==> src/rtl/signext_arb_pkg.sv <==
// rtl/signext_arb_pkg.sv - shared widths, types and opcode fields for the signext arbiter
package signext_arb_pkg;

    localparam int INSTR_W = 32;
    localparam int IMM_W   = 64;
    localparam int STAT_W  = 32;

    typedef logic [INSTR_W-1:0] instr_t;
    typedef logic [IMM_W-1:0]   imm_t;

    // Opcode fields recognised by signext
    localparam logic [10:0] OP_LDUR   = 11'h7C2;
    localparam logic [10:0] OP_STUR   = 11'h7C0;
    localparam logic [6:0]  OP_CBZ_NZ = 7'b1011010;
    localparam logic [7:0]  OP_BCOND  = 8'h54;
    localparam logic [5:0]  OP_B      = 6'b000101;

endpackage

==> src/rtl/signext.sv <==
// rtl/signext.sv - combinational immediate sign extender for D, CB and B instruction formats
module signext
    import signext_arb_pkg::*;
(
    input  instr_t inst,
    output imm_t   imm
);

    // Pick the immediate field by opcode; formats without an immediate give zero
    always_comb begin
        imm = '0;
        if (inst[31:21] == OP_LDUR || inst[31:21] == OP_STUR) begin
            imm = {{55{inst[20]}}, inst[20:12]};
        end else if (inst[31:25] == OP_CBZ_NZ || inst[31:24] == OP_BCOND) begin
            imm = {{45{inst[23]}}, inst[23:5]};
        end else if (inst[31:26] == OP_B) begin
            imm = {{38{inst[25]}}, inst[25:0]};
        end
    end

endmodule

==> src/rtl/signext_arbiter_rr_arbiter.sv <==
// rtl/signext_arbiter_rr_arbiter.sv - round-robin search starting at a pointer, one-hot grant plus index
module rr_arbiter #(
    parameter int N_REQ = 2,
    parameter int ID_W  = (N_REQ > 1) ? $clog2(N_REQ) : 1
) (
    input  logic [N_REQ-1:0] req_i,
    input  logic [ID_W-1:0]  ptr_i,
    output logic [N_REQ-1:0] grant_o,
    output logic [ID_W-1:0]  grant_idx_o,
    output logic             grant_any_o
);

    // Walk the requesters from ptr_i, wrapping modulo N_REQ; the first set bit wins
    always_comb begin
        int              sum;
        logic [ID_W-1:0] cand;
        logic            found;
        sum         = 0;
        cand        = '0;
        found       = 1'b0;
        grant_o     = '0;
        grant_idx_o = '0;
        for (int k = 0; k < N_REQ; k++) begin
            sum = int'(ptr_i) + k;
            if (sum >= N_REQ) begin
                sum = sum - N_REQ;
            end
            cand = ID_W'(sum);
            if (!found && req_i[cand]) begin
                found         = 1'b1;
                grant_o[cand] = 1'b1;
                grant_idx_o   = cand;
            end
        end
        grant_any_o = found;
    end

endmodule

==> src/rtl/signext_arbiter.sv <==
// rtl/signext_arbiter.sv - round-robin shared signext with one registered result slot; SIGNEXT_ARB_STATS_EN adds counters
module signext_arbiter
    import signext_arb_pkg::*;
#(
    parameter int N_REQ = 2,
    parameter int ID_W  = (N_REQ > 1) ? $clog2(N_REQ) : 1
) (
    input  logic                     clk,
    input  logic                     reset,
    input  logic [N_REQ-1:0]         req_valid,
    input  logic [INSTR_W*N_REQ-1:0] req_instr,
    output logic [N_REQ-1:0]         req_ready,
    output logic                     resp_valid,
    input  logic                     resp_ready,
    output logic [IMM_W-1:0]         resp_imm,
    output logic [ID_W-1:0]          resp_id
`ifdef SIGNEXT_ARB_STATS_EN
    ,
    output logic [STAT_W*N_REQ-1:0]  grant_cnt,
    output logic [STAT_W-1:0]        stall_cnt
`endif
);

    logic            resp_valid_q, resp_valid_d;
    imm_t            resp_imm_q, resp_imm_d;
    logic [ID_W-1:0] resp_id_q, resp_id_d;
    logic [ID_W-1:0] ptr_q, ptr_d;

    logic [N_REQ-1:0] grant;
    logic [ID_W-1:0]  win_idx;
    logic             win_any;
    logic             can_accept;
    logic [N_REQ-1:0] accept_vec;
    logic             accept;
    instr_t           sel_instr;
    imm_t             sel_imm;

    rr_arbiter #(
        .N_REQ (N_REQ),
        .ID_W  (ID_W)
    ) u_rr (
        .req_i       (req_valid),
        .ptr_i       (ptr_q),
        .grant_o     (grant),
        .grant_idx_o (win_idx),
        .grant_any_o (win_any)
    );

    // The slot can take a new result when it is empty or being drained this cycle
    always_comb begin
        can_accept = ~resp_valid_q | resp_ready;
        req_ready  = (reset && can_accept && win_any) ? grant : '0;
        accept_vec = req_valid & req_ready;
        accept     = |accept_vec;
    end

    // Route the winning requester's instruction into the single signext
    always_comb begin
        sel_instr = '0;
        for (int i = 0; i < N_REQ; i++) begin
            if (win_idx == ID_W'(i)) begin
                sel_instr = req_instr[INSTR_W*i +: INSTR_W];
            end
        end
    end

    signext u_signext (
        .inst (sel_instr),
        .imm  (sel_imm)
    );

    // Next slot contents: accept overwrites (even while draining), drain alone only clears valid
    always_comb begin
        resp_valid_d = resp_valid_q;
        resp_imm_d   = resp_imm_q;
        resp_id_d    = resp_id_q;
        ptr_d        = ptr_q;
        if (accept) begin
            resp_valid_d = 1'b1;
            resp_imm_d   = sel_imm;
            resp_id_d    = win_idx;
            ptr_d        = (win_idx == ID_W'(N_REQ - 1)) ? '0 : win_idx + ID_W'(1);
        end else if (resp_valid_q && resp_ready) begin
            resp_valid_d = 1'b0;
        end
    end

    // Result slot and round-robin pointer
    always_ff @(posedge clk or negedge reset) begin
        if (!reset) begin
            resp_valid_q <= 1'b0;
            resp_imm_q   <= '0;
            resp_id_q    <= '0;
            ptr_q        <= '0;
        end else begin
            resp_valid_q <= resp_valid_d;
            resp_imm_q   <= resp_imm_d;
            resp_id_q    <= resp_id_d;
            ptr_q        <= ptr_d;
        end
    end

    assign resp_valid = resp_valid_q;
    assign resp_imm   = resp_imm_q;
    assign resp_id    = resp_id_q;

`ifdef SIGNEXT_ARB_STATS_EN
    logic [STAT_W-1:0] grant_cnt_q [N_REQ];
    logic [STAT_W-1:0] stall_cnt_q;

    // Saturating per-requester accept counters and output-stall counter
    always_ff @(posedge clk or negedge reset) begin
        if (!reset) begin
            for (int i = 0; i < N_REQ; i++) begin
                grant_cnt_q[i] <= '0;
            end
            stall_cnt_q <= '0;
        end else begin
            for (int i = 0; i < N_REQ; i++) begin
                if (accept_vec[i] && grant_cnt_q[i] != '1) begin
                    grant_cnt_q[i] <= grant_cnt_q[i] + STAT_W'(1);
                end
            end
            if (resp_valid_q && !resp_ready && stall_cnt_q != '1) begin
                stall_cnt_q <= stall_cnt_q + STAT_W'(1);
            end
        end
    end

    // Flatten the counter array onto the output bus
    always_comb begin
        grant_cnt = '0;
        for (int i = 0; i < N_REQ; i++) begin
            grant_cnt[STAT_W*i +: STAT_W] = grant_cnt_q[i];
        end
    end

    assign stall_cnt = stall_cnt_q;
`endif

endmodule
==> config.mk <==
export PLATFORM = sky130hd
export DESIGN_NAME = signext_arbiter
export DESIGN_NICKNAME = d
export VERILOG_FILES = /design/src/rtl/signext_arb_pkg.sv /design/src/rtl/signext.sv /design/src/rtl/signext_arbiter_rr_arbiter.sv /design/src/rtl/signext_arbiter.sv
export SDC_FILE = /design/constraint.sdc
export NUM_CORES = 1
export LEC_CHECK = 0
export ABC_CLOCK_PERIOD_IN_PS = 3800
export BUFFER_PORTS_ARGS = -buffer_cell sky130_fd_sc_hd__buf_2
export CORE_AREA = 2 2 96 98
export CTS_CLUSTER_SIZE = 40
export DETAILED_ROUTE_END_ITERATION = 10
export DIE_AREA = 0 0 98 100
export PLACE_DENSITY = 0.76
export SYNTH_ARGS = -nofsm -noshare
export SYNTH_HDL_FRONTEND = slang
export SYNTH_HIERARCHICAL = 1
export SYNTH_SLANG_ARGS = --single-unit
==> constraint.sdc <==
create_clock -name clk -period 3.8 [get_ports clk]
set_input_delay 0.19 -clock clk [delete_from_list [all_inputs] [get_ports clk]]
set_output_delay 0.19 -clock clk [all_outputs]
set_load 0.01 [all_outputs]
==> results.sh <==
export IMPL_crit_type="flip-flop to flip-flop"
export IMPL_grt_total_usage=0.170
export IMPL_crit_chain="inv_1 -> a21boi_4 -> buf_4 -> mux2_2 -> or4b_1 -> a211oi_2 -> a22oi_1 -> nand2_1 -> buf_4 -> mux2_2"
export IMPL_rsz0062_at_grt="false"
export IMPL_p_leak_nw=2.49
export IMPL_portBuffers=136
export IMPL_grt_pass1_wl_um=13200
export IMPL_syn_area_mm2=0.00383
export IMPL_slew_viol_final=0
export IMPL_setup_viol=0
export IMPL_power_density_mw_per_mm2=381
export IMPL_detail_route_iter0_violations=105
export IMPL_peakVddDrop_uv=235
export IMPL_hold_class="input port to flip-flop"
export IMPL_slew_headroom=0.261
export IMPL_cts_num_sinks=67
export IMPL_pin_count=137
export IMPL_yosysMostFrequentCell="dfrtp_1"
export IMPL_worst_endpoint_required_ns=4.07
export IMPL_synth_top_area_frac=0.438
export IMPL_initial_utilization=0.431
export IMPL_drtAntennaViolNets=0
export IMPL_worst_path_buf_inv=3
export IMPL_wl_per_cell_um=15.8
export IMPL_htree_num_levels=3
export IMPL_first_global_vias=2671
export IMPL_hold_start="resp_ready"
export IMPL_via_per_inst=4.96
export IMPL_ctsHoldBuffers=1
export IMPL_async_flop_share=1.00
export IMPL_period_needed_ns=3.27
export IMPL_netlist_instances=309
export IMPL_ys_flop_type="dfrtp_1"
export IMPL_synth_cell_types=31
export IMPL_hold_viol=0
export IMPL_max_stage_delay_ns=0.49
export IMPL_hpwl_um=5890
export IMPL_cts_resized=0
export IMPL_p_switching_mw=0.474
export IMPL_vias=2603
export IMPL_core_area_mm2=0.00889
export IMPL_power_frac_comb=0.209
export IMPL_insertion_delay_ns=0.34
export IMPL_cts_tree="done"
export IMPL_holdWs_ns=0.166
export IMPL_postCtsSetupBuffers=0
export IMPL_routed_wl_um=8300
export IMPL_die_w_um=98
export IMPL_synth_area_leaders="dfrtp_1 (44%), mux2_2 (17%), mux2_4 (15%), buf_4 (7.8%), nand2_1 (2.7%)"
export IMPL_clockBufferDepth=2
export IMPL_switching_share=0.275
export IMPL_syn_nets=378
export IMPL_outcome="finished clean"
export IMPL_seq_area_frac_synth=0.438
export IMPL_fmax_mhz=306
export IMPL_grt_start_max_net_pins=67
export IMPL_layout_drive_gt1_share=0.628
export IMPL_gp_congestion=0.845
export IMPL_yosysWarningCount=6
export IMPL_drv_cap=0
export IMPL_clock_root_buffer="clkbuf_8"
export IMPL_remaining_drc_errors=0
export IMPL_dr_pass1_iters=4
export IMPL_fin_area_mm2=0.00452
export IMPL_hold_depth=3
export IMPL_antenna_found_initial=0
export IMPL_skew_ns=0.0107
export IMPL_cp_start_kind="flip-flop"
export IMPL_dieArea_mm2=0.00980
export IMPL_syn_avg_cell_area_um2=12.4
export IMPL_crit_arrival_ns=3.54
export IMPL_fin_crit_sh=0.861
export IMPL_gr_total_overflow=0
export IMPL_synthTopCellsByCount="dfrtp_1 (67), mux2_2 (58), buf_4 (40), mux2_4 (39), nand2_1 (28)"
export IMPL_dpl_cell_area_mm2=0.00432
export IMPL_synth_top_cell_by_area="dfrtp_1"
export IMPL_cp_num_cells=10
export IMPL_critical_path_max_fanout=39
export IMPL_rows=35
export IMPL_layout_nets=478
export IMPL_rr_startpoint="ptr_q"
export IMPL_clk_pin_slew_ns=0.08
export IMPL_cts_inserted_buffers=9
export IMPL_worstMarginPinSlew_ns=1.11
export IMPL_dieHeight_um=100
export IMPL_antenna_cells=0
export IMPL_crit_family="compound AO/OA/AOI/OAI gates"
export IMPL_syn_to_final_growth_pct=18.1
export IMPL_synth_edf_count=0
export IMPL_p_int_mw=1.25
export IMPL_end_kind="flip-flop"
export IMPL_finalSetupTns_ns=0
export IMPL_p_seq_frac=0.450
export IMPL_finalPower_mw=1.72
export IMPL_reg2reg_depth=10
export IMPL_cp_slowest_cell="a21boi_4"
export IMPL_pwr_share_clk=0.341
export IMPL_crit_start="ptr_q"
export IMPL_synth_seq_cells=67
## placed cells by master (no fill, tap or decap), types with 2 or more instances in the layout
| cell type | netlist | layout |
|---|---|---|
| buf_4 | 40 | 7 |
| a21boi_1 | 3 | 2 |
| a221oi_1 | 8 | 8 |
| mux2_4 | 39 | 39 |
| nor2_1 | 16 | 16 |
| nand2b_1 | 2 | 2 |
| and2_1 | 2 | 2 |
| inv_1 | 2 | 2 |
| clkbuf_8 | 0 | 10 |
| nand2_1 | 28 | 28 |
| mux2_2 | 58 | 58 |
| buf_2 | 6 | 136 |
| a22oi_1 | 9 | 9 |
| dfrtp_1 | 67 | 67 |
| clkinv_2 | 0 | 3 |
| or4b_1 | 2 | 2 |
| nand3b_1 | 2 | 2 |
| o21ai_0 | 3 | 3 |
## kinds of logic (layout without fill, tap and decap cells)
| family | Yosys count | after routing | synth area share |
|---|---|---|---|
| compound gates | 25 | 25 | 0.0513 |
| flops | 67 | 67 | 0.438 |
| simple gates | 62 | 62 | 0.0781 |
| mux | 98 | 98 | 0.326 |
| buf+inv | 57 | 162 | 0.107 |
## path summary, 6_finish.rpt
| kind | slack, ns | end |
|---|---|---|
| worst max-delay path | 0.53 | resp_imm[54] |
| worst min-delay path | 0.17 | resp_valid |
| worst max register to register | 0.53 | resp_imm[54] |
| worst min register to register | 0.50 | resp_imm[51] |
| max in group asynchronous | 2.49 | resp_imm[52] |
| min in group asynchronous | 0.48 | resp_imm[53] |
## per-layer routing
| layer | track usage | vias up | part of all wire | routed length [um] |
|---|---|---|---|---|
| met5 | 0 | - | 0 | 0 |
| met4 | 0.0481 | 0 | 0.012 | 103 |
| met3 | 0.0634 | 12 | 0.072 | 597 |
| met2 | 0.265 | 84 | 0.46 | 3830 |
| met1 | 0.225 | 1260 | 0.45 | 3760 |
| li1 | - | 1247 | - | - |
## sequential cells by signal, summed over array words and instances, names as in the netlist
name	count
resp_imm	64
ptr_q	1
resp_valid	1
resp_id	1
## through the flow
stage / instances / setup slack, ns / utilization
6_report: 525 / 0.527 / 0.509
4_1_cts: 525 / 0.560 / 0.509
2_1_floorplan: 309 / 0.374 / -
5_1_grt: 525 / 0.300 / 0.509
3_3_place_gp: 508 / 0.746 / 0.486
3_5_place_dp: 508 / 0.599 / 0.486
## worst register-to-register path, delay by kind of cell, from the launching register on
family	cells	cell delay, ns
AOI/OAI and AO/OA	3	0.96
muxes	2	0.51
DFF	1	0.37
buffers and inverters	3	0.80
and+or+nand+nor	2	0.56
## power groups by stage
| stage | combinational (mW) | clock [mW] | sequential [mW] |
|---|---|---|---|
| after detailed placement | 0.361 | 0 | 0.790 |
| after global placement | 0.352 | 0 | 0.788 |
| after CTS | 0.363 | 0.605 | 0.777 |
| after global routing | 0.389 | 0.641 | 0.781 |
| after floorplan | 0.232 | 0 | 0.804 |
| final | 0.360 | 0.589 | 0.776 |
## final cells by class
class / instances / area [um2]
fill: 800 / 4370
multi-input combinational: 185 / 1760
sequential: 67 / 1680
timing repair buffer: 144 / 743
clock buffer: 11 / 141
tap: 111 / 139
clock inverter: 5 / 52.6
inverter: 2 / 7.51
Power figures use the tool's default switching activity.
